<file path="config.mk">
export PLATFORM = sky130hd
export DESIGN_NAME = aes_round_sequencer_flat
export DESIGN_NICKNAME = d
export VERILOG_FILES = /design/src/rtl/aes_pkg.sv /design/src/rtl/aes_round_sequencer_if.sv /design/src/rtl/aes_seq_nextstate.sv /design/src/rtl/aes_round_sequencer.sv /design/src/flat_wrapper.sv
export SDC_FILE = /design/constraint.sdc
export NUM_CORES = 1
export LEC_CHECK = 0
export ABC_CLOCK_PERIOD_IN_PS = 1800
export CAP_MARGIN = 20
export CORE_MARGIN = 2
export CORE_UTILIZATION = 35
export DETAILED_ROUTE_END_ITERATION = 8
export PLACE_DENSITY = 0.59
export SETUP_SLACK_MARGIN = 0.05
export SYNTH_ARGS = -nofsm -noshare
export SYNTH_HDL_FRONTEND = slang
export SYNTH_SLANG_ARGS = --single-unit
</file>
<file path="constraint.sdc">
create_clock -name clk -period 1.8 [get_ports clk]
set_input_delay 0.36 -clock clk [delete_from_list [all_inputs] [get_ports clk]]
set_output_delay 0.36 -clock clk [all_outputs]
set_load 0.05 [all_outputs]
</file>
<file path="src/rtl/aes_pkg.sv">
// Shared types and helpers for the AES round sequencer: FSM state encoding,
// default round count and the key-schedule round-constant update.
package aes_pkg;

    typedef enum logic [2:0] {
        ST_IDLE,
        ST_LOADING,
        ST_ROUND0,
        ST_ROUND,
        ST_DONE
    } state_t;

    localparam int         NROUNDS_DEF = 10;
    localparam logic [7:0] RCON_POLY   = 8'h1B;

    // Multiply by x in GF(2^8), reducing modulo the AES polynomial.
    function automatic logic [7:0] xtime(input logic [7:0] b);
        return {b[6:0], 1'b0} ^ (b[7] ? RCON_POLY : 8'h00);
    endfunction

endpackage

</file>
<file path="src/rtl/aes_round_sequencer_if.sv">
// Control bus between the SPI/datapath side and the round sequencer.
// The master side owns load; the sequencer (slave) drives the round controls.
interface aes_round_sequencer_if;
    logic       load;
    logic [3:0] round;
    logic       init_en;
    logic       commit;
    logic       last_round;
    logic [7:0] rcon;
    logic       busy;
    logic       done;

    modport master (
        output load,
        input  round, init_en, commit, last_round, rcon, busy, done
    );

    modport slave (
        input  load,
        output round, init_en, commit, last_round, rcon, busy, done
    );
endinterface

</file>
<file path="src/rtl/aes_seq_nextstate.sv">
// Combinational next-state, round-counter, wait-counter and rcon logic for
// the AES round sequencer; the registers live in the top level.
module aes_seq_nextstate
    import aes_pkg::*;
#(
    parameter int SBOX_LAT = 2,
    parameter int NROUNDS  = NROUNDS_DEF
) (
    input  state_t     i_state,
    input  logic [3:0] i_round,
    input  logic [2:0] i_wait_cnt,
    input  logic [7:0] i_rcon,
    input  logic       i_load,
    output state_t     o_state,
    output logic [3:0] o_round,
    output logic [2:0] o_wait_cnt,
    output logic [7:0] o_rcon
);

    localparam logic [2:0] LAT = 3'(SBOX_LAT);
    localparam logic [3:0] NR  = 4'(NROUNDS);

    always_comb begin
        o_state    = i_state;
        o_round    = i_round;
        o_wait_cnt = i_wait_cnt;
        o_rcon     = i_rcon;

        unique case (i_state)
            ST_IDLE: begin
                o_round    = 4'd0;
                o_wait_cnt = 3'd0;
                o_rcon     = 8'h00;
                if (i_load) o_state = ST_LOADING;
            end
            ST_LOADING: begin
                o_round    = 4'd0;
                o_wait_cnt = 3'd0;
                o_rcon     = 8'h00;
                if (!i_load) o_state = ST_ROUND0;
            end
            ST_ROUND0: begin
                o_state    = ST_ROUND;
                o_round    = 4'd1;
                o_wait_cnt = 3'd0;
                o_rcon     = 8'h01;
            end
            ST_ROUND: begin
                if (i_wait_cnt == LAT) begin
                    o_wait_cnt = 3'd0;
                    if (i_round < NR) begin
                        o_round = i_round + 4'd1;
                        o_rcon  = xtime(i_rcon);
                    end else begin
                        o_state = ST_DONE;
                        o_rcon  = 8'h00;
                    end
                end else begin
                    o_wait_cnt = i_wait_cnt + 3'd1;
                end
            end
            ST_DONE: begin
                o_wait_cnt = 3'd0;
                o_rcon     = 8'h00;
            end
            default: begin
                o_state    = ST_IDLE;
                o_round    = 4'd0;
                o_wait_cnt = 3'd0;
                o_rcon     = 8'h00;
            end
        endcase

        // A new load wins over everything, including a commit in this cycle.
        if (i_load && (i_state == ST_ROUND0 || i_state == ST_ROUND || i_state == ST_DONE)) begin
            o_state    = ST_LOADING;
            o_round    = 4'd0;
            o_wait_cnt = 3'd0;
            o_rcon     = 8'h00;
        end
    end

endmodule

</file>
<file path="src/rtl/aes_round_sequencer.sv">
// AES-128 round sequencer: steps an iterative datapath through round 0 and
// NROUNDS S-box-latency-stretched rounds after the SPI host finishes loading.
module aes_round_sequencer
    import aes_pkg::*;
#(
    parameter int SBOX_LAT = 2,
    parameter int NROUNDS  = NROUNDS_DEF
) (
    input  logic                  clk,
    input  logic                  nreset,
    aes_round_sequencer_if.slave  bus
);

    localparam logic [2:0] LAT = 3'(SBOX_LAT);
    localparam logic [3:0] NR  = 4'(NROUNDS);

    state_t     r_state;
    state_t     w_next_state;
    logic [3:0] r_round;
    logic [3:0] w_next_round;
    logic [2:0] r_wait_cnt;
    logic [2:0] w_next_wait_cnt;
    logic [7:0] r_rcon;
    logic [7:0] w_next_rcon;

    aes_seq_nextstate #(
        .SBOX_LAT (SBOX_LAT),
        .NROUNDS  (NROUNDS)
    ) u_nextstate (
        .i_state    (r_state),
        .i_round    (r_round),
        .i_wait_cnt (r_wait_cnt),
        .i_rcon     (r_rcon),
        .i_load     (bus.load),
        .o_state    (w_next_state),
        .o_round    (w_next_round),
        .o_wait_cnt (w_next_wait_cnt),
        .o_rcon     (w_next_rcon)
    );

    always_ff @(posedge clk) begin
        if (!nreset) begin
            r_state    <= ST_IDLE;
            r_round    <= 4'd0;
            r_wait_cnt <= 3'd0;
            r_rcon     <= 8'h00;
        end else begin
            r_state    <= w_next_state;
            r_round    <= w_next_round;
            r_wait_cnt <= w_next_wait_cnt;
            r_rcon     <= w_next_rcon;
        end
    end

    // Controls decode only registered state, so load never reaches them combinationally.
    assign bus.round      = r_round;
    assign bus.rcon       = r_rcon;
    assign bus.init_en    = (r_state == ST_ROUND0);
    assign bus.commit     = (r_state == ST_ROUND) && (r_wait_cnt == LAT);
    assign bus.last_round = (r_state == ST_ROUND) && (r_round == NR);
    assign bus.busy       = (r_state == ST_ROUND0) || (r_state == ST_ROUND);
    assign bus.done       = (r_state == ST_DONE);

endmodule
</file>
<file path="src/flat_wrapper.sv">
// flat-port wrapper written by rule: the top's interface ports become plain ports
module aes_round_sequencer_flat import aes_pkg::*;
#(
    parameter int SBOX_LAT = 2,
    parameter int NROUNDS  = NROUNDS_DEF
)
  (clk, nreset, bus_load, bus_round, bus_init_en, bus_commit, bus_last_round, bus_rcon, bus_busy, bus_done);
  aes_round_sequencer_if bus_i ();
  input  logic clk;
  input  logic nreset;
  input wire logic [$bits(bus_i.load)-1:0] bus_load;
  output wire logic [$bits(bus_i.round)-1:0] bus_round;
  output wire logic [$bits(bus_i.init_en)-1:0] bus_init_en;
  output wire logic [$bits(bus_i.commit)-1:0] bus_commit;
  output wire logic [$bits(bus_i.last_round)-1:0] bus_last_round;
  output wire logic [$bits(bus_i.rcon)-1:0] bus_rcon;
  output wire logic [$bits(bus_i.busy)-1:0] bus_busy;
  output wire logic [$bits(bus_i.done)-1:0] bus_done;
  assign bus_i.load = bus_load;
  assign bus_round = bus_i.round;
  assign bus_init_en = bus_i.init_en;
  assign bus_commit = bus_i.commit;
  assign bus_last_round = bus_i.last_round;
  assign bus_rcon = bus_i.rcon;
  assign bus_busy = bus_i.busy;
  assign bus_done = bus_i.done;
  aes_round_sequencer #(.SBOX_LAT(SBOX_LAT), .NROUNDS(NROUNDS)) u_core (.clk(clk), .nreset(nreset), .bus(bus_i));
endmodule
</file>
# Word-level counts from Yosys, hierarchy flattened
# Index checks and enable logic that the tools add are counted.
totals:
  register_bits: 18
  output_inout_bits: 17
  wordCells: 52
op_classes:
  n_addsub: 2
  n_lt_le_gt_ge: 1
  eq_ne: 16
  muxes: 13
  bitwise: 4
  n_reduce_logical: 11
op_table:
  columns: ["operator", "n"]
  rows:
  - ["$mux W8", 2]
  - ["$pmux W8 S2", 1]
  - ["$pmux W3 S5", 1]
  - ["$mux W3", 4]
  - ["$pmux W4 S3", 1]
  - ["$reduce_and A5 Y1", 2]
  - ["$eq A3 B2 Y1 const B", 3]
  - ["$ne A3 B3 Y1 const B", 3]
  - ["$mux W4", 2]
  - ["$ne A2 B2 Y1 const B", 4]
  - ["$xor A8 B5 Y8", 1]
  - ["$mux W5", 1]
  - ["$add A4 B1 Y4 const B", 1]
  - ["$eq A4 B4 Y1 const B", 1]
  - ["$lt A4 B4 Y1 const B", 1]
  - ["$ne A2 B1 Y1 const B", 2]
  - ["$reduce_or A4 Y1", 1]
  - ["$add A3 B1 Y3 const B", 1]
  - ["$eq A3 B1 Y1 const B", 1]
  - ["$eq A3 B3 Y1 const B", 1]
  - ["$logic_and A1 B1 Y1", 3]
  - ["$logic_not A3 Y1", 1]
  - ["$ne A3 B2 Y1 const B", 1]
  - ["$not A1 Y1", 3]
  - ["other kinds (4)", 5]

# Longest topological paths before layout
depth:
  depth_word: 6
  depth_mapped: 7

# By module
# Synthesis repeated with hierarchy kept, for this count alone.
unflattened:
  hier_cells: 112
  area_unflattened_um2: 969.7
by_module_without_submodules:
  columns: ["mod", "instances", "cells_each", "area_per_inst_um2", "seq_area_each_um2"]
  rows:
  - ["aes_round_sequencer", 1, 44, 540.5, 360.3]
  - ["aes_seq_nextstate", 1, 68, 429.2, 0.0]

# Worst setup path after synthesis
# Ideal clock, no wire load.
synth_path:
  path_kind: "reg-to-output"
  start: "register u_core.r_round[1], in the netlist u_core.bus.round[1]"
  end: "output bus_last_round"
  t_arrival_ns: 2.075
  path_slack_ns: -0.635
  path_stages_with_launch: 4
  path_buffers: 0
  path_cell_list: "dfxtp_1 ha_1 nand2_1 nor3_1"
synth_between:
  elab_chain_cells: 2
synth_rtl:
  columns: ["element", "line", "text"]
  rows:
  - ["from (decl)", "aes_round_sequencer.sv:19", "logic [3:0] r_round;"]
  - ["from (signal assigned)", "aes_round_sequencer.sv:49", "r_round <= w_next_round;"]
  - ["$eq A4 B4 Y1", "aes_round_sequencer.sv:60", "assign bus.last_round = (r_state == ST_ROUND) && (r_round == NR);"]
  - ["$logic_and A1 B1 Y1", "aes_round_sequencer.sv:60", null]
  - ["to (decl)", "flat_wrapper.sv:15", "output wire logic [$bits(bus_i.last_round)-1:0] bus_last_round;"]
# Every way passes these cells.

# Worst setup path in the final report
layout_path:
  start: "register u_core.r_wait_cnt[1]"
  end: "output bus_commit"
layout_between:
  elab_chain_cells: 2
layout_rtl:
  columns: ["element", "line", "text"]
  rows:
  - ["from (decl)", "aes_round_sequencer.sv:21", "logic [2:0] r_wait_cnt;"]
  - ["from (signal assigned)", "aes_round_sequencer.sv:50", "r_wait_cnt <= w_next_wait_cnt;"]
  - ["$eq A3 B2 Y1", "aes_round_sequencer.sv:59", "assign bus.commit = (r_state == ST_ROUND) && (r_wait_cnt == LAT);"]
  - ["$logic_and A1 B1 Y1", "aes_round_sequencer.sv:59", null]
  - ["to (decl)", "flat_wrapper.sv:14", "output wire logic [$bits(bus_i.commit)-1:0] bus_commit;"]
# Every way passes these cells.

==> key figures <==
Status
  • Status: finished clean

Place
  • Final Wtd Congestion: 0.861
  • HPWL Detailed: 1470 um
  • IO buf count: 19

Logic synthesis
  • Synth Register Bits: 18
  • Dominant cell type by area after synthesis: dfxtp_1
  • Synth top area share: 41.7%
  • Post-synthesis average cell area: 8.65 um^2
  • Mapped Area: 865 um^2
  • Sequential share of the synthesized area: 41.7%
  • Synth Flop Type: dfxtp_1
  • Gate Count Post-Synth: 100
  • Ys async rst share: 0%
  • Post-synth EDFFs: 0
  • Synth Warn #: 0
  • Yosys cell types: 31
  • Net Count, Synth: 107
  • Synth area leaders: dfxtp_1 (42%), nor2_1 (6.9%), a22oi_1 (6.1%), ha_1 (5.8%), xor2_1 (4.1%)

Global route
  • Global-route wire length before repair: 3110 um
  • Grt ovf: 0
  • Largest net degree at the start of global routing: 11
  • Overall routing resource usage: 15.1%
  • Antenna violations before repair: 0
  • Vias in the first global route: 702

Hold path
  • Hold Path Origin: u_core.r_wait_cnt[0]
  • Worst Hold Class: register to register
  • Worst Hold Depth: 2
  • Worst Hold Endpoint: u_core.r_wait_cnt[0]

Die
  • Core area: 2410 um^2
  • Rows: 18
  • Die X: 53.7 um
  • Die Area: 2880 um^2
  • Initial Util: 35.9%
  • I/O Pins: 20
  • Die Span Y: 53.7 um

STA
  • Skew final: 10.1 ps
  • Post-route minimum period: 1740 ps
  • Actual slew at the worst max-slew pin: 471 ps
  • Final Hold Violating Endpoints: 0
  • Post-route clock period utilization: 96.8%
  • RSZ-0062 raised after global routing: true
  • Slew Viols, Final: 0
  • Sum of negative setup slack: 0 ps
  • Worst rel slew slack: 68.5%
  • # setup viols final: 0
  • FMAX: 574 MHz

Critical path
  • CP max stage delay: 380 ps
  • FF-to-FF setup slack: 150 ps
  • Worst Reg-to-Reg Cells: 5
  • Worst Path Buf+Inv: 1
  • Critical path, cell by cell: ha_4 -> or2b_4 -> nor2_4 -> buf_12
  • Reg-to-reg endpoint: u_core.bus.round[1]
  • Crit path max-delay cell type: dfxtp_1
  • Critical path capture point type: output port
  • Critical path required time: 1440 ps
  • Worst-path fanout max: 3
  • CP top delay family: simple AND/OR/NAND/NOR gates
  • Kind of critical path: register to output port
  • FF-to-FF Start: u_core.r_wait_cnt[1]
  • Startpoint Class: register
  • Stages on worst setup path: 4
  • Worst path arrival time: 1380 ps

Clocking
  • Clock root cell: clkbuf_4
  • H-tree lvl count: 1
  • Max Root-Sink Buffers: 2
  • TritonCTS Buffers: 3
  • Hold Buf Count CTS: 0
  • CTS clk-pin slew, worst paths: 100 ps
  • CTS tree: built
  • Clk sinks: 18
  • Worst skew pair latency: 300 ps

Layout
  • Multi-input gate area: 515 um^2
  • Fill cell count: 225
  • Layout cell share with drive strength beyond 1: 32.8%
  • Seq. cell area: 369 um^2
  • Nets@finish: 133
  • Syn-to-layout area delta: 43.6%
  • Antenna cell count: 0

Pwr
  • Power per cell area: 578 nW/um^2
  • VDD IR max: 0.386 mV
  • Total power: 717 uW
  • Cell leakage power: 0.000507 uW

Detailed routing
  • Final ANT Viol Nets: 0
  • DRT Pass-1 Iters: 5
  • DR iter-0 viols: 24
  • Routed WL: 1990 um
  • Avg WL per Cell: 12.8 um
  • Detailed-route via count: 810
  • Drc violations: 0
  • Vias/cell: 5.23

Flow run
  • Max-cap viol count: 0
-- layout make-up --
class                      instances  area share (%)
inverter                           4            1.21
sequential                        18            29.7
multi-input combinational         74            41.5
tap                               30            3.02
clock buffer                       4            2.92
timing repair buffer              25            21.6
-- routing by layer --
| layer | part of all wire (%) | vias up | global-route usage [%] |
|---|---|---|---|
| met3 | 5.8 | 5 | 5.00 |
| met4 | 1.4 | 0 | 4.70 |
| met2 | 47 | 30 | 25.2 |
| li1 | - | 400 | - |
| met5 | 0 | - | 0 |
| met1 | 46 | 375 | 18.1 |
-- cell usage after synthesis, drive strengths merged, types with 2 or more instances --
cell type / number
a21oi: 4
a22oi: 7
a31oi: 3
buf: 2
clkbuf: 2
dfxtp: 18
ha: 4
inv: 4
nand2: 7
nand3: 2
nor2: 16
nor2b: 4
nor3: 5
o211ai: 2
o21ai: 5
xor2: 4
-- layout by cell type (no fill, tap or decap), types with 3 or more instances in the layout --
cell      count
dfxtp_2       4
buf_12        6
a22oi_1       7
o21ai_1       3
a31oi_1       3
nand2_1       7
xor2_1        4
nor2b_1       4
clkbuf_4      3
nor2_1       15
a21oi_1       4
dfxtp_1      13
buf_4        17
ha_1          3
nor3_1        3
-- logic make-up (layout without fill, tap and decap cells) --
family / count (synthesis) / in the layout / share of synthesized area [%]
adders and majority gates: 4 / 4 / 5.79
xor gates and xnor gates: 4 / 4 / 4.05
DFF: 18 / 18 / 41.7
and+or+nand+nor: 41 / 41 / 24.9
AOI/OAI and AO/OA: 24 / 24 / 17.9
buffers and inverters: 8 / 33 / 4.49
muxes: 1 / 1 / 1.16
-- power by group --
part | total, uW | internal [uW] | switching [uW]
clock network | 254 | 123 | 131
registers | 410 | 401 | 8.24
logic | 53.4 | 23.6 | 29.8
total | 717 | 548 | 169
-- tightest hold or removal path, delay by kind of cell (launching register included) --
family                 cells  cell delay (ps)
DFF                        1              340
buffers and inverters      1              100
and+or+nand+nor            1               40
-- repair_timing --
action	4_1_cts	5_1_grt
endpoints found under the setup margin	2	7
pin swaps	0	1
setup buffers	1	2
endpoints found under the hold margin	0	0
resized for setup	5	5
-- worst max path at each step --
stage	start	endpoint
after floorplan	u_core.r_wait_cnt[0]	bus_commit
after global placement	u_core.r_wait_cnt[0]	u_core.bus.round[1]
after detailed placement	u_core.r_wait_cnt[0]	u_core.bus.round[1]
after CTS	u_core.r_wait_cnt[0]	bus_commit
after global routing	u_core.r_wait_cnt[1]	bus_commit
final	u_core.r_wait_cnt[1]	bus_commit
-- registers in the layout, summed over array words and instances, names as in the netlist --
signal / cells
u_core.bus.rcon: 8
u_core.bus.round: 4
u_core.r_state: 3
u_core.r_wait_cnt: 3
-- metrics by stage --
step           setup slack, ps  util (%)  instances  hold WS, ps  instance area [um^2]
2_1_floorplan              136         -        100          430                   887
3_3_place_gp               218      47.0        148          437                  1130
3_5_place_dp               179      47.0        148          449                  1130
4_1_cts                   21.4      49.7        153          464                  1200
5_1_grt                  -3.34      51.5        155          540                  1240
6_report                  58.0      51.5        155          513                  1240
(Power assumes the default switching activity.)
